===== src/rtl/bpuf_eval_ctrl.sv =====
// Evaluation controller for a bistable-ring PUF array: excite, settle, sample, repeat N_EVAL times, majority vote.
// Optional per-cell instability mask when BPUF_STABILITY_MASK_EN is defined.
module bpuf_eval_ctrl #(
    parameter int unsigned N_CELLS    = 16,
    parameter int unsigned EXCITE_CYC = 4,
    parameter int unsigned SETTLE_CYC = 16,
    parameter int unsigned N_EVAL     = 5
) (
    input  logic               clk,
    input  logic               rst_n,
    input  logic               start,
    input  logic               abort,
    input  logic [N_CELLS-1:0] challenge,
    input  logic [N_CELLS-1:0] cell_q,
    output logic [N_CELLS-1:0] excite,
    output logic               busy,
    output logic               resp_valid,
    output logic [N_CELLS-1:0] response,
    output logic [N_CELLS-1:0] unstable
);

    localparam int unsigned CW   = $clog2(N_EVAL + 1);
    localparam int unsigned MAXC = (EXCITE_CYC > SETTLE_CYC) ? EXCITE_CYC : SETTLE_CYC;
    localparam int unsigned TW   = (MAXC > 1) ? $clog2(MAXC) : 1;

    typedef enum logic [2:0] {
        S_IDLE,
        S_EXCITE,
        S_SETTLE,
        S_SAMPLE,
        S_DONE
    } state_t;

    state_t             state, state_nxt;
    logic [TW-1:0]      cyc_cnt, cyc_nxt;
    logic [CW-1:0]      eval_cnt, eval_nxt;
    logic [N_CELLS-1:0] chal_q, chal_nxt;
    logic [N_CELLS-1:0] sync1, sync_q;
    logic [CW-1:0]      ones_cnt [N_CELLS];
    logic [CW-1:0]      ones_nxt [N_CELLS];
    logic [N_CELLS-1:0] excite_nxt;
    logic               busy_nxt;
    logic               resp_valid_nxt;
    logic [N_CELLS-1:0] response_nxt;
`ifdef BPUF_STABILITY_MASK_EN
    logic [N_CELLS-1:0] unstable_q, unstable_nxt;
`endif

    // Next-state and registered-output decode
    always_comb begin
        state_nxt      = state;
        cyc_nxt        = cyc_cnt;
        eval_nxt       = eval_cnt;
        chal_nxt       = chal_q;
        ones_nxt       = ones_cnt;
        resp_valid_nxt = 1'b0;

        case (state)
            S_IDLE: begin
                if (start) begin
                    chal_nxt  = challenge;
                    eval_nxt  = '0;
                    cyc_nxt   = '0;
                    state_nxt = S_EXCITE;
                    for (int i = 0; i < int'(N_CELLS); i++) begin
                        ones_nxt[i] = '0;
                    end
                end
            end
            S_EXCITE: begin
                if (cyc_cnt == TW'(EXCITE_CYC - 1)) begin
                    cyc_nxt   = '0;
                    state_nxt = S_SETTLE;
                end else begin
                    cyc_nxt = cyc_cnt + TW'(1);
                end
            end
            S_SETTLE: begin
                if (cyc_cnt == TW'(SETTLE_CYC - 1)) begin
                    cyc_nxt   = '0;
                    state_nxt = S_SAMPLE;
                end else begin
                    cyc_nxt = cyc_cnt + TW'(1);
                end
            end
            S_SAMPLE: begin
                for (int i = 0; i < int'(N_CELLS); i++) begin
                    if (chal_q[i]) begin
                        ones_nxt[i] = ones_cnt[i] + CW'(sync_q[i]);
                    end
                end
                eval_nxt = eval_cnt + CW'(1);
                if (eval_cnt == CW'(N_EVAL - 1)) begin
                    resp_valid_nxt = 1'b1;
                    state_nxt      = S_DONE;
                end else begin
                    state_nxt = S_EXCITE;
                end
            end
            S_DONE: begin
                state_nxt = S_IDLE;
            end
            default: begin
                state_nxt = S_IDLE;
            end
        endcase

        // Abort overrides everything; the response registers stay untouched
        if (abort && (state != S_IDLE)) begin
            state_nxt      = S_IDLE;
            resp_valid_nxt = 1'b0;
        end

        excite_nxt = (state_nxt == S_EXCITE) ? chal_nxt : '0;
        busy_nxt   = (state_nxt != S_IDLE);

        for (int i = 0; i < int'(N_CELLS); i++) begin
            response_nxt[i] = chal_q[i] & (ones_nxt[i] > CW'(N_EVAL / 2));
        end
`ifdef BPUF_STABILITY_MASK_EN
        for (int i = 0; i < int'(N_CELLS); i++) begin
            unstable_nxt[i] = chal_q[i] & (ones_nxt[i] != '0) & (ones_nxt[i] != CW'(N_EVAL));
        end
`endif
    end

    // State, counters, synchroniser and output registers
    always_ff @(posedge clk) begin
        if (!rst_n) begin
            state      <= S_IDLE;
            cyc_cnt    <= '0;
            eval_cnt   <= '0;
            chal_q     <= '0;
            sync1      <= '0;
            sync_q     <= '0;
            excite     <= '0;
            busy       <= 1'b0;
            resp_valid <= 1'b0;
            response   <= '0;
            for (int i = 0; i < int'(N_CELLS); i++) begin
                ones_cnt[i] <= '0;
            end
`ifdef BPUF_STABILITY_MASK_EN
            unstable_q <= '0;
`endif
        end else begin
            state      <= state_nxt;
            cyc_cnt    <= cyc_nxt;
            eval_cnt   <= eval_nxt;
            chal_q     <= chal_nxt;
            sync1      <= cell_q;
            sync_q     <= sync1;
            excite     <= excite_nxt;
            busy       <= busy_nxt;
            resp_valid <= resp_valid_nxt;
            ones_cnt   <= ones_nxt;
            if (resp_valid_nxt) begin
                response <= response_nxt;
`ifdef BPUF_STABILITY_MASK_EN
                unstable_q <= unstable_nxt;
`endif
            end
        end
    end

`ifdef BPUF_STABILITY_MASK_EN
    assign unstable = unstable_q;
`else
    assign unstable = '0;
`endif

endmodule


===== config.mk =====
export PLATFORM = sky130hd
export DESIGN_NAME = bpuf_eval_ctrl
export DESIGN_NICKNAME = d
export VERILOG_FILES = /design/src/rtl/bpuf_eval_ctrl.sv
export SDC_FILE = /design/constraint.sdc
export NUM_CORES = 1
export LEC_CHECK = 0
export BUFFER_PORTS_ARGS = -buffer_cell sky130_fd_sc_hd__buf_2
export CORE_ASPECT_RATIO = 0.8
export CORE_UTILIZATION = 50
export DETAILED_ROUTE_END_ITERATION = 10
export PLACE_DENSITY = 0.7
export SLEW_MARGIN = 15
export SYNTH_ARGS = -nofsm -noshare
export SYNTH_HDL_FRONTEND = slang
export SYNTH_SLANG_ARGS = --single-unit

===== constraint.sdc =====
create_clock -name clk -period 3.7 [get_ports clk]
set_input_delay 0.925 -clock clk [delete_from_list [all_inputs] [get_ports clk]]
set_output_delay 0.925 -clock clk [all_outputs]
set_load 0.02 [all_outputs]

==> reports/metrics.csv <==
stage;metric;value;unit
cts;cts-root-buf;clkbuf_16;
timing;slew_violations;0;
placed_design;dp_hpwl;9780;um
yosys;ys.flop_type;dfxtp_1;
route;first_pass_iters;6;
setup_path;cp.required;4.04;ns
timing;fin_worst_skew;0.00660;ns
pwr;power_frac_comb;0.052;
route;drtIter0Drc;293;
finish;antenna_cells;0;
timing;slew-limit-headroom;0.366;
finish;area_growth;14.6;%
finish;multi_input_area;3600;um2
finish;seq_area;2800;um2
cts;cts_buffer_depth;2;
pwr;p_sw;0.772;mW
placed_design;io_buffers;69;
yosys;synth_seq_cells;140;
floorplanning;design.die.area;13900;um2
yosys;avgSynthCellArea;9.31;um2
grt;grt.total_usage;0.230;
yosys;yosysUniqueCellTypes;48;
outcome;status;complete, no violations;
pwr;power_leakage;3.30;nW
route;route.vias.total;5301;
route;vias_per_cell;5.59;
cts;cts-htree-levels;4;
setup_path;max_stage_delay;0.50;ns
cts;clock_latency;0.42;ns
min_path;hp-class;flop to flop;
pwr;clkPwrFrac;0.510;
yosys;synth_top_area_share;0.417;
yosys;synthCells;721;
timing;setup_viol;0;
setup_path;path_common_cell;buf_4;
timing;max_freq;428;MHz
pwr;p_int;2.86;mW
route;wl;15100;um
timing;worst_pin_slew;0.951;ns
yosys;synth_area;6710;um2
setup_path;critPathLaunchType;input pin;
yosys;synth_commonest_cells;140 x dfxtp_1, 66 x nor2_1, 49 x a21oi_1;
yosys;synth_top_cell_by_area;dfxtp_1;
setup_path;path_cells;buf_2 > buf_4 > inv_1 > nor3_4 > buf_4 > o311ai_1 > o211ai_1;
pwr;ir_drop;0.408;mV
pwr;p_per_area;472;nW/um2
yosys;synthMostInstantiatedCell;dfxtp_1;
setup_path;crit_path_top_delay_cell;nor3_4;
route;drcViolationCount;0;
route;ant_nets;0;
floorplanning;die_x;132;um
cts;numClockSinks;140;
floorplanning;fp.dieH;106;um
job;drv_cap;0;
cts;clk_pin_slew_worst_paths;0.05;ns
pwr;p_sw_frac;0.212;
setup_path;cp_max_fo;30;
yosys;synth_edf_count;0;
timing;fin_crit;2.34;ns
setup_path;crit_arrival;2.67;ns
route;wl_per_cell;16.0;um
cts;ctsHoldBuffers;0;
yosys;seq_area_frac_synth;0.417;
timing;finalSetupTns;0;ns
timing;grt_setup_unrepaired;no;
timing;hold_viol;0;
yosys;synth.area.top_cells;dfxtp_1 42%, ha_1 6.5%, nand3b_1 5.1%;
cts;tritoncts;built;
cts;numCtsBuffers;17;
floorplanning;initial_core_util;0.518;
cts;cts_setup_buffers;0;
finish;nFillCells;1136;
yosys;ys.warnings.count;0;
pwr;pwr-share-seq;0.438;
grt;grt_antenna_before_repair;0;
finish;nets;834;
floorplanning;core;13000;um2
floorplanning;pin_count;86;
grt;grt_max_degree;66;
floorplanning;row_count;37;
setup_path;cp-end-kind;flop;
timing;fin_crit_sh;0.631;
placed_design;place_congestion;0.795;
yosys;synthArstFlopShare;0;
placed_design;dp_slack;0.911;ns
setup_path;critPathKind;input pin to flop;
grt;grt_pass1_wl;25000;um
finish;drive_gt1_frac;0.205;
timing;fin_ws;1.36;ns
cts;cts.repair.resized;0;
grt;first_global_vias;5242;
grt;grt_overflow;0;
area by class of cell:
class                   instances  area share
inverters                       4     0.00195
clock buffers                  24      0.0678
clock inverters                 6      0.0169
multi-input cells             523       0.468
repair buffers                 77      0.0527
well taps                     175      0.0285
flip-flops and latches        140       0.364
cell families after synthesis:
family                   synth area share
AND/OR/NAND/NOR                     0.259
AO/OA/AOI/OAI                       0.174
flip-flops                          0.417
buffers and inverters              0.0567
adder cells (fa/ha/maj)            0.0652
multiplexers                       0.0253
other                            0.000559
XOR/XNOR                          0.00130
power by group through the flow:
stage	clock network [mW]	registers [mW]	logic [mW]
4_1_cts	1.89	1.59	0.190
3_3_place_gp	0	1.62	0.185
6_report	1.85	1.59	0.188
3_5_place_dp	0	1.62	0.189
2_1_floorplan	0	1.61	0.160
5_1_grt	1.96	1.60	0.206
stage by stage:
step / hold WS, ns / area [um2] / total power, mW / util / instances
floorplan: 0.412 / 6770 / 1.77 / - / 736
global placement: 0.414 / 7040 / 1.81 / 0.543 / 919
finish: 0.431 / 7690 / 3.63 / 0.594 / 949
detailed placement: 0.419 / 7040 / 1.81 / 0.543 / 919
global route: 0.445 / 7690 / 3.76 / 0.594 / 949
CTS: 0.432 / 7690 / 3.67 / 0.594 / 949
worst paths after layout:
check / endpoint / cells after the start / start / slack [ns]
worst max-delay path: response[14] / 7 / rst_n / 1.36
worst min register to register: sync_q[14] / 1 / sync1[14] / 0.43
worst max register to register: excite[12] / 5 / cyc_cnt[0] / 1.40
worst min-delay path: sync_q[14] / 1 / sync1[14] / 0.43
registers in the layout (all words and copies together), names as in the netlist:
signal,count
sync1,16
sync_q,16
cyc_cnt,4
chal_q,16
ones_cnt,48
eval_cnt,3
resp_valid,1
response,16
busy,1
excite,16
state,3
critical path: cells and delay by family:
family          cells  cell delay (ns)
simple gates        1             0.50
buf+inv             4             0.91
compound gates      2             0.31
cells in the final DEF, fill, tap and decap left out, drive strengths merged, types with 2 or more instances in the layout:
| master | n |
|---|---|
| nor2 | 66 |
| nor3 | 8 |
| a21bo | 13 |
| nor3b | 3 |
| conb | 16 |
| mux2i | 17 |
| bufinv | 4 |
| or2 | 3 |
| a21oi | 49 |
| o211ai | 30 |
| nor2b | 3 |
| o31a | 3 |
| nand2 | 41 |
| o311ai | 3 |
| nand3b | 46 |
| o21a | 34 |
| nand2b | 33 |
| and2 | 33 |
| a211oi | 2 |
| and3 | 53 |
| o22ai | 17 |
| clkbuf | 24 |
| dfxtp | 140 |
| clkinv | 2 |
| buf | 77 |
| ha | 35 |
| inv | 4 |
metal layers:
| metal | share of wire | GRT usage |
|---|---|---|
| met1 | 0.44 | 0.281 |
| met2 | 0.48 | 0.375 |
| met3 | 0.052 | 0.0553 |
| met4 | 0.023 | 0.125 |
| met5 | 0 | 0 |
(Power assumes the default switching activity.)
